===== config.mk =====
export PLATFORM = sky130hd
export DESIGN_NAME = ps2_scancode_decoder
export DESIGN_NICKNAME = d
export VERILOG_FILES = /design/src/rtl/ps2_scancode_decoder.sv
export SDC_FILE = /design/constraint.sdc
export NUM_CORES = 1
export LEC_CHECK = 0
export ABC_AREA = 0
export BUFFER_PORTS_ARGS = -buffer_cell sky130_fd_sc_hd__buf_2
export CAP_MARGIN = 25
export CORE_ASPECT_RATIO = 0.5
export CORE_MARGIN = 2
export CORE_UTILIZATION = 54
export CTS_CLUSTER_DIAMETER = 30
export DETAILED_ROUTE_END_ITERATION = 8
export HOLD_SLACK_MARGIN = 0.08
export PLACE_DENSITY_LB_ADDON = 0.12
export SYNTH_ARGS = -nofsm -noshare
export SYNTH_HDL_FRONTEND = slang
export SYNTH_SLANG_ARGS = --single-unit

===== constraint.sdc =====
create_clock -name clk -period 3.42 [get_ports clk]
set_clock_uncertainty 0.05 [all_clocks]
set_input_delay 0.513 -clock clk [delete_from_list [all_inputs] [get_ports clk]]
set_output_delay 0.513 -clock clk [all_outputs]
set_load 0.05 [all_outputs]

===== src/rtl/ps2_scancode_decoder.sv =====
// ps2_scancode_decoder
//   Turns the validated PS/2 byte stream (scan-code set 2) into single key
//   events. E0/F0/E1 prefixes are folded into ext/break flags. Modifier
//   and caps-lock state are tracked, and events are queued in a
//   first-word-fall-through FIFO.
//
//   Optional macro: PS2_ASCII_EN adds ASCII translation to each event.
//   Without it, o_evt_ascii is tied to 0.
//
// Ports
//   clk, rst_n            clock, asynchronous active-low reset
//   i_byte, i_byte_valid  received byte plus one-cycle strobe
//   o_evt_valid           FIFO head valid
//   i_evt_ready           consumer accepts the head
//   o_evt_code/ext/break  head scan code, E0 flag, release flag
//   o_evt_ascii           head ASCII (0 unless PS2_ASCII_EN)
//   o_shift/ctrl/alt      modifier held state
//   o_caps                caps-lock toggle state
//   o_overflow            sticky event-dropped flag
//   i_clr_ovf             clears o_overflow
module ps2_scancode_decoder #(
    parameter int FIFO_DEPTH     = 8,
    parameter int PREFIX_TIMEOUT = 1000000
) (
    input  logic       clk,
    input  logic       rst_n,
    input  logic [7:0] i_byte,
    input  logic       i_byte_valid,
    output logic       o_evt_valid,
    input  logic       i_evt_ready,
    output logic [7:0] o_evt_code,
    output logic       o_evt_ext,
    output logic       o_evt_break,
    output logic [7:0] o_evt_ascii,
    output logic       o_shift,
    output logic       o_ctrl,
    output logic       o_alt,
    output logic       o_caps,
    output logic       o_overflow,
    input  logic       i_clr_ovf
);
    localparam int AW   = $clog2(FIFO_DEPTH);
    localparam int TO_W = $clog2(PREFIX_TIMEOUT + 1);
`ifdef PS2_ASCII_EN
    localparam int EW = 18;
`else
    localparam int EW = 10;
`endif

    typedef enum logic [2:0] {IDLE, GOT_E0, GOT_F0, GOT_E0F0, SKIP_E1} state_t;

    state_t          state, state_nxt;
    logic [2:0]      skip_cnt, skip_nxt;
    logic [TO_W-1:0] to_cnt;
    logic            timeout;
    logic            push;
    logic [7:0]      ev_code;
    logic            ev_ext, ev_brk;
    logic            lshift, rshift, caps_held;
    logic [EW-1:0]   wr_data;

    // A pending prefix is abandoned once PREFIX_TIMEOUT cycles pass without a byte.
    assign timeout = (state != IDLE) && !i_byte_valid &&
                     (to_cnt == TO_W'(PREFIX_TIMEOUT - 1));

    always_ff @(posedge clk or negedge rst_n) begin
        if (!rst_n) begin
            state    <= IDLE;
            skip_cnt <= '0;
            to_cnt   <= '0;
        end else begin
            state    <= state_nxt;
            skip_cnt <= skip_nxt;
            if (i_byte_valid || state == IDLE || timeout)
                to_cnt <= '0;
            else
                to_cnt <= to_cnt + 1'b1;
        end
    end

    always_comb begin
        state_nxt = state;
        skip_nxt  = skip_cnt;
        push      = 1'b0;
        ev_code   = i_byte;
        ev_ext    = 1'b0;
        ev_brk    = 1'b0;
        if (i_byte_valid) begin
            case (state)
                IDLE: begin
                    case (i_byte)
                        8'hE0: state_nxt = GOT_E0;
                        8'hF0: state_nxt = GOT_F0;
                        8'hE1: begin
                            state_nxt = SKIP_E1;
                            skip_nxt  = 3'd7;
                        end
                        // Controller responses / error codes: not key events.
                        8'hAA, 8'hFA, 8'hFE, 8'hEE, 8'h00, 8'hFF: ;
                        default: push = 1'b1;
                    endcase
                end
                GOT_E0: begin
                    if (i_byte == 8'hF0) begin
                        state_nxt = GOT_E0F0;
                    end else if (i_byte != 8'hE0) begin
                        state_nxt = IDLE;
                        // E0 12 is the keyboard's fake shift; drop it.
                        push   = (i_byte != 8'h12);
                        ev_ext = 1'b1;
                    end
                end
                GOT_F0: begin
                    state_nxt = IDLE;
                    push      = 1'b1;
                    ev_brk    = 1'b1;
                end
                GOT_E0F0: begin
                    state_nxt = IDLE;
                    push      = (i_byte != 8'h12);
                    ev_ext    = 1'b1;
                    ev_brk    = 1'b1;
                end
                SKIP_E1: begin
                    skip_nxt = skip_cnt - 3'd1;
                    // Pause/Break: the whole 8-byte sequence becomes one event.
                    if (skip_cnt == 3'd1) begin
                        state_nxt = IDLE;
                        push      = 1'b1;
                        ev_code   = 8'hE1;
                        ev_ext    = 1'b1;
                    end
                end
                default: state_nxt = IDLE;
            endcase
        end else if (timeout) begin
            state_nxt = IDLE;
        end
    end

    // Modifiers follow every decoded event, even one the FIFO drops.
    always_ff @(posedge clk or negedge rst_n) begin
        if (!rst_n) begin
            lshift    <= 1'b0;
            rshift    <= 1'b0;
            o_ctrl    <= 1'b0;
            o_alt     <= 1'b0;
            o_caps    <= 1'b0;
            caps_held <= 1'b0;
        end else if (push) begin
            if (ev_code == 8'h12 && !ev_ext) lshift <= !ev_brk;
            if (ev_code == 8'h59 && !ev_ext) rshift <= !ev_brk;
            if (ev_code == 8'h14) o_ctrl <= !ev_brk;
            if (ev_code == 8'h11) o_alt  <= !ev_brk;
            if (ev_code == 8'h58 && !ev_ext) begin
                // caps_held blocks typematic repeats from re-toggling.
                if (ev_brk) begin
                    caps_held <= 1'b0;
                end else begin
                    if (!caps_held) o_caps <= !o_caps;
                    caps_held <= 1'b1;
                end
            end
        end
    end

    assign o_shift = lshift | rshift;

`ifdef PS2_ASCII_EN
    function automatic logic [7:0] letter_of(input logic [7:0] c);
        case (c)
            8'h1C: return "a";  8'h32: return "b";  8'h21: return "c";
            8'h23: return "d";  8'h24: return "e";  8'h2B: return "f";
            8'h34: return "g";  8'h33: return "h";  8'h43: return "i";
            8'h3B: return "j";  8'h42: return "k";  8'h4B: return "l";
            8'h3A: return "m";  8'h31: return "n";  8'h44: return "o";
            8'h4D: return "p";  8'h15: return "q";  8'h2D: return "r";
            8'h1B: return "s";  8'h2C: return "t";  8'h3C: return "u";
            8'h2A: return "v";  8'h1D: return "w";  8'h22: return "x";
            8'h35: return "y";  8'h1A: return "z";
            default: return 8'h00;
        endcase
    endfunction

    function automatic logic [7:0] ascii_of(input logic [7:0] c, input logic upper);
        logic [7:0] l;
        l = letter_of(c);
        if (l != 8'h00) return upper ? (l - 8'h20) : l;
        case (c)
            8'h16: return "1";  8'h1E: return "2";  8'h26: return "3";
            8'h25: return "4";  8'h2E: return "5";  8'h36: return "6";
            8'h3D: return "7";  8'h3E: return "8";  8'h46: return "9";
            8'h45: return "0";
            8'h29: return 8'h20;
            8'h5A: return 8'h0D;
            8'h66: return 8'h08;
            8'h0D: return 8'h09;
            default: return 8'h00;
        endcase
    endfunction

    // Uses modifier state from before this byte's own update.
    assign wr_data = {((!ev_ext && !ev_brk) ? ascii_of(ev_code, o_shift ^ o_caps) : 8'h00),
                      ev_brk, ev_ext, ev_code};
`else
    assign wr_data = {ev_brk, ev_ext, ev_code};
`endif

    logic [EW-1:0] mem [FIFO_DEPTH];
    logic [AW-1:0] wr_ptr, rd_ptr;
    logic [AW:0]   count;
    logic          full, pop, wr_en;
    logic [EW-1:0] hold_q, head;

    assign full        = (count == (AW+1)'(FIFO_DEPTH));
    assign o_evt_valid = (count != '0);
    assign pop         = o_evt_valid && i_evt_ready;
    assign wr_en       = push && (!full || pop);

    always_ff @(posedge clk) begin
        if (wr_en) mem[wr_ptr] <= wr_data;
    end

    always_ff @(posedge clk or negedge rst_n) begin
        if (!rst_n) begin
            wr_ptr     <= '0;
            rd_ptr     <= '0;
            count      <= '0;
            hold_q     <= '0;
            o_overflow <= 1'b0;
        end else begin
            if (wr_en) wr_ptr <= wr_ptr + 1'b1;
            if (pop)   rd_ptr <= rd_ptr + 1'b1;
            if (wr_en && !pop)      count <= count + 1'b1;
            else if (!wr_en && pop) count <= count - 1'b1;
            // Remember the last shown head so outputs hold when the FIFO empties.
            if (o_evt_valid) hold_q <= mem[rd_ptr];
            if (push && full && !pop) o_overflow <= 1'b1;
            else if (i_clr_ovf)       o_overflow <= 1'b0;
        end
    end

    assign head        = o_evt_valid ? mem[rd_ptr] : hold_q;
    assign o_evt_code  = head[7:0];
    assign o_evt_ext   = head[8];
    assign o_evt_break = head[9];
`ifdef PS2_ASCII_EN
    assign o_evt_ascii = head[17:10];
`else
    assign o_evt_ascii = 8'h00;
`endif

endmodule


==> run metrics <==
maximum VDD drop 409.3 uV; Critical Path Slowest Stage Cell dfrtp_1; Initial Utilization 54.75%; Buffers on Ports 28; Via Count 3,746; Period minus WS final 2.983 ns; Post-Syn Instances 432; delay of the slowest cell on the worst path 0.47 ns; Max Buffers Root-to-Sink 2; Leakage 2.555 nW; # diodes 0; Max-Slew Margin vs Limit 40.21%; CP max FO 9; area share of the largest cell type after synthesis 40.34%; Crit path max-delay family simple AND/OR/NAND/NOR gates; cell area after synthesis 5956 um^2; 1st-pass router iterations 4; most used cell along the critical path ha_1; Synth Flop Type edfxtp_1; Reg2Reg Setup Slack 0.44 ns; number of core rows 27; post-CTS setup buffers 0; Final Worst Setup Slack 0.4369 ns; drt drc 0; Ys Warns 0; H-tree Lvls 4; global route overflow 0; commonest non-fill, non-tap cells in the layout edfxtp_1 (80), dfrtp_1 (53), nor2_1 (30); Layout Nets 503; final count of negative-setup-slack endpoints 0; Final GP Congestion 0.9636; Detail Route Antenna Nets 0; simple-gate area share of the yosys netlist 12.75%; CTS tree yes; top cells by area in the synthesized netlist edfxtp_1 (40%), dfrtp_1 (22%), mux4_2 (7.6%); clock slew at reported path FFs 0.05 ns; CP Launch Type register; largest net degree at the start of global routing 37; post-synth top area cell edfxtp_1; Worst R2R Path Depth 13; CTS root buf clkbuf_16; initial antenna violation count 0; via/cell ratio 5.862; Hold Path Class in -> async; Compound-Gate Fraction of Synth Area 5.315%; Avg Cell Area, Syn 13.79 um^2; fin crit share 87.23%; Chip Height 78.26 um; reg2reg end count[3]; vias in the first global route 3,629; number of synthesized register bits 133; post-DP HPWL 7751 um; core outline area 10,880 um^2; Die W 152.5 um; most common cell after layout, fill and taps aside edfxtp_1; Critical Path RT 3.66 ns; synthesis-to-finish area growth 16.05%; Slew @ Worst Pin 0.8969 ns; total track usage 21.45%; crit path kind reg -> reg; mux contribution to synthesized area 10.76%; total CTS buffers 17; worst-skew pair later-pin latency 0.41 ns; Bufs and invs on worst path 2; largest family of logic cells by synthesized area simple AND/OR/NAND/NOR gates; Max-Cap Viols 0; DR iter-0 viols 233; post-DR wirelength/cell 18.68 um; # IOs 37; pre-CTS setup slack 0.1118 ns; endpoint type of the worst setup path register; status finished clean; sequential area share after synthesis 62.61%; Die Footprint 11,940 um^2; global-route wire length before repair 19,290 um; Hold Fails Final Rpt 0; clk sinks 133; Post-synth EDFFs 80; Final Slew Violations 0; Distinct cells, synth 58; Fmax achieved 335.2 MHz; ys async rst share 39.85%; Post-Synth Adder-Cell Area 2.017%; post-cts resize count 0; Fin Setup TNS 0 ns; layout cells sized above 1 25.10%; Synth Area in XOR/XNOR 3.382%; routed wire length 11,940 um; crit path cell chain nor4b_1 > o41ai_1 > nor4b_2 > o21ai_2 > inv_1 > ha_1 > inv_2 > ha_1 > a21o_1 > a21oi_2 > xnor2_1 > nor2_1 > xor2_1; worst reg2reg path startpoint state[0]; Worst Path Arrival 3.22 ns; PD cells 852.5 nW/um^2; RSZ-0062 raised after global routing false; Hold-fix buffers, CTS 0
-- routing by layer --
layer	GRT usage [%]	up-vias	wire length, um
met5	0	-	0
li1	-	1716	-
met3	5.908	12	698
met4	5.278	0	83
met1	27.84	1892	5115
met2	36.58	126	6040
-- per-stage QoR --
stage | cells | util, % | power (W) | hold slack, ns | area [um^2]
after floorplan | 439 | - | 0.003796 | 0.1674 | 6013
after global placement | 607 | 58.67 | 0.004223 | 0.4159 | 6382
after detailed placement | 607 | 58.67 | 0.004318 | 0.4301 | 6382
after CTS | 639 | 63.54 | 0.005949 | 0.2058 | 6912
after global routing | 639 | 63.54 | 0.006206 | 0.2412 | 6912
final | 639 | 63.54 | 0.005892 | 0.1763 | 6912
-- synth_stat cells (3+ instances only) --
library cell and instances:
edfxtp_1 80, dfrtp_1 53, nor2_1 30, nand2_1 24
mux4_2 20, o21ai_0 20, xnor2_1 18, inv_1 14
nor3_1 14, clkbuf_1 13, nand3_1 12, mux2i_1 10
a21oi_1 9, buf_4 9, nor4_1 9, ha_1 8
mux2_2 8, nor2b_1 6, or2_2 6, nand4_1 5
xor2_1 5, nand2b_1 4, o2111ai_1 4, or3_1 4
and3_1 3, buf_1 3, nor4b_1 3
-- flip-flops by register name (all words and copies together) (netlist names) --
signal / flops
caps_held: 1
count: 4
to_cnt: 20
o_caps: 1
rshift: 1
o_ctrl: 1
wr_ptr: 3
state: 3
o_alt: 1
lshift: 1
mem: 80
skip_cnt: 3
o_overflow: 1
hold_q: 10
rd_ptr: 3
-- where the power goes --
part	internal (W)	switching, W
clock network	0.000990	0.000633
logic	0.000751	0.00126
registers	0.00204	0.000216
-- how the worst max path moves through the flow --
stage	from	endpoint	slack, ns	depth (start not counted)
finish	state[0]	count[3]	0.44	13
global route	state[0]	count[3]	0.19	13
detailed placement	i_byte[0]	count[3]	0.11	14
CTS	state[0]	count[3]	0.43	13
global placement	i_byte[0]	count[3]	0.18	14
floorplan	i_byte[2]	mem[1][0]	-0.10	7
-- cell families (layout without fill, tap and decap cells) --
logic type                 Yosys count  count (layout)
AOI/OAI and AO/OA                   51              51
xor gates and xnor gates            23              23
adders and majority gates            9               9
buffers and inverters               40              95
DFF                                133             133
muxes                               38              38
other                                1               8
and+or+nand+nor                    137             137
-- area by class of cell --
cell class              count  area [um^2]
fillers                   801         3966
flip-flops and latches    133         3729
multi-input cells         266         2122
clock buffers              22        444.2
repair buffers             49        297.8
well taps                 145        181.4
clock inverters            10        85.08
inverters                  14        52.55
(Power assumes the default switching activity.)
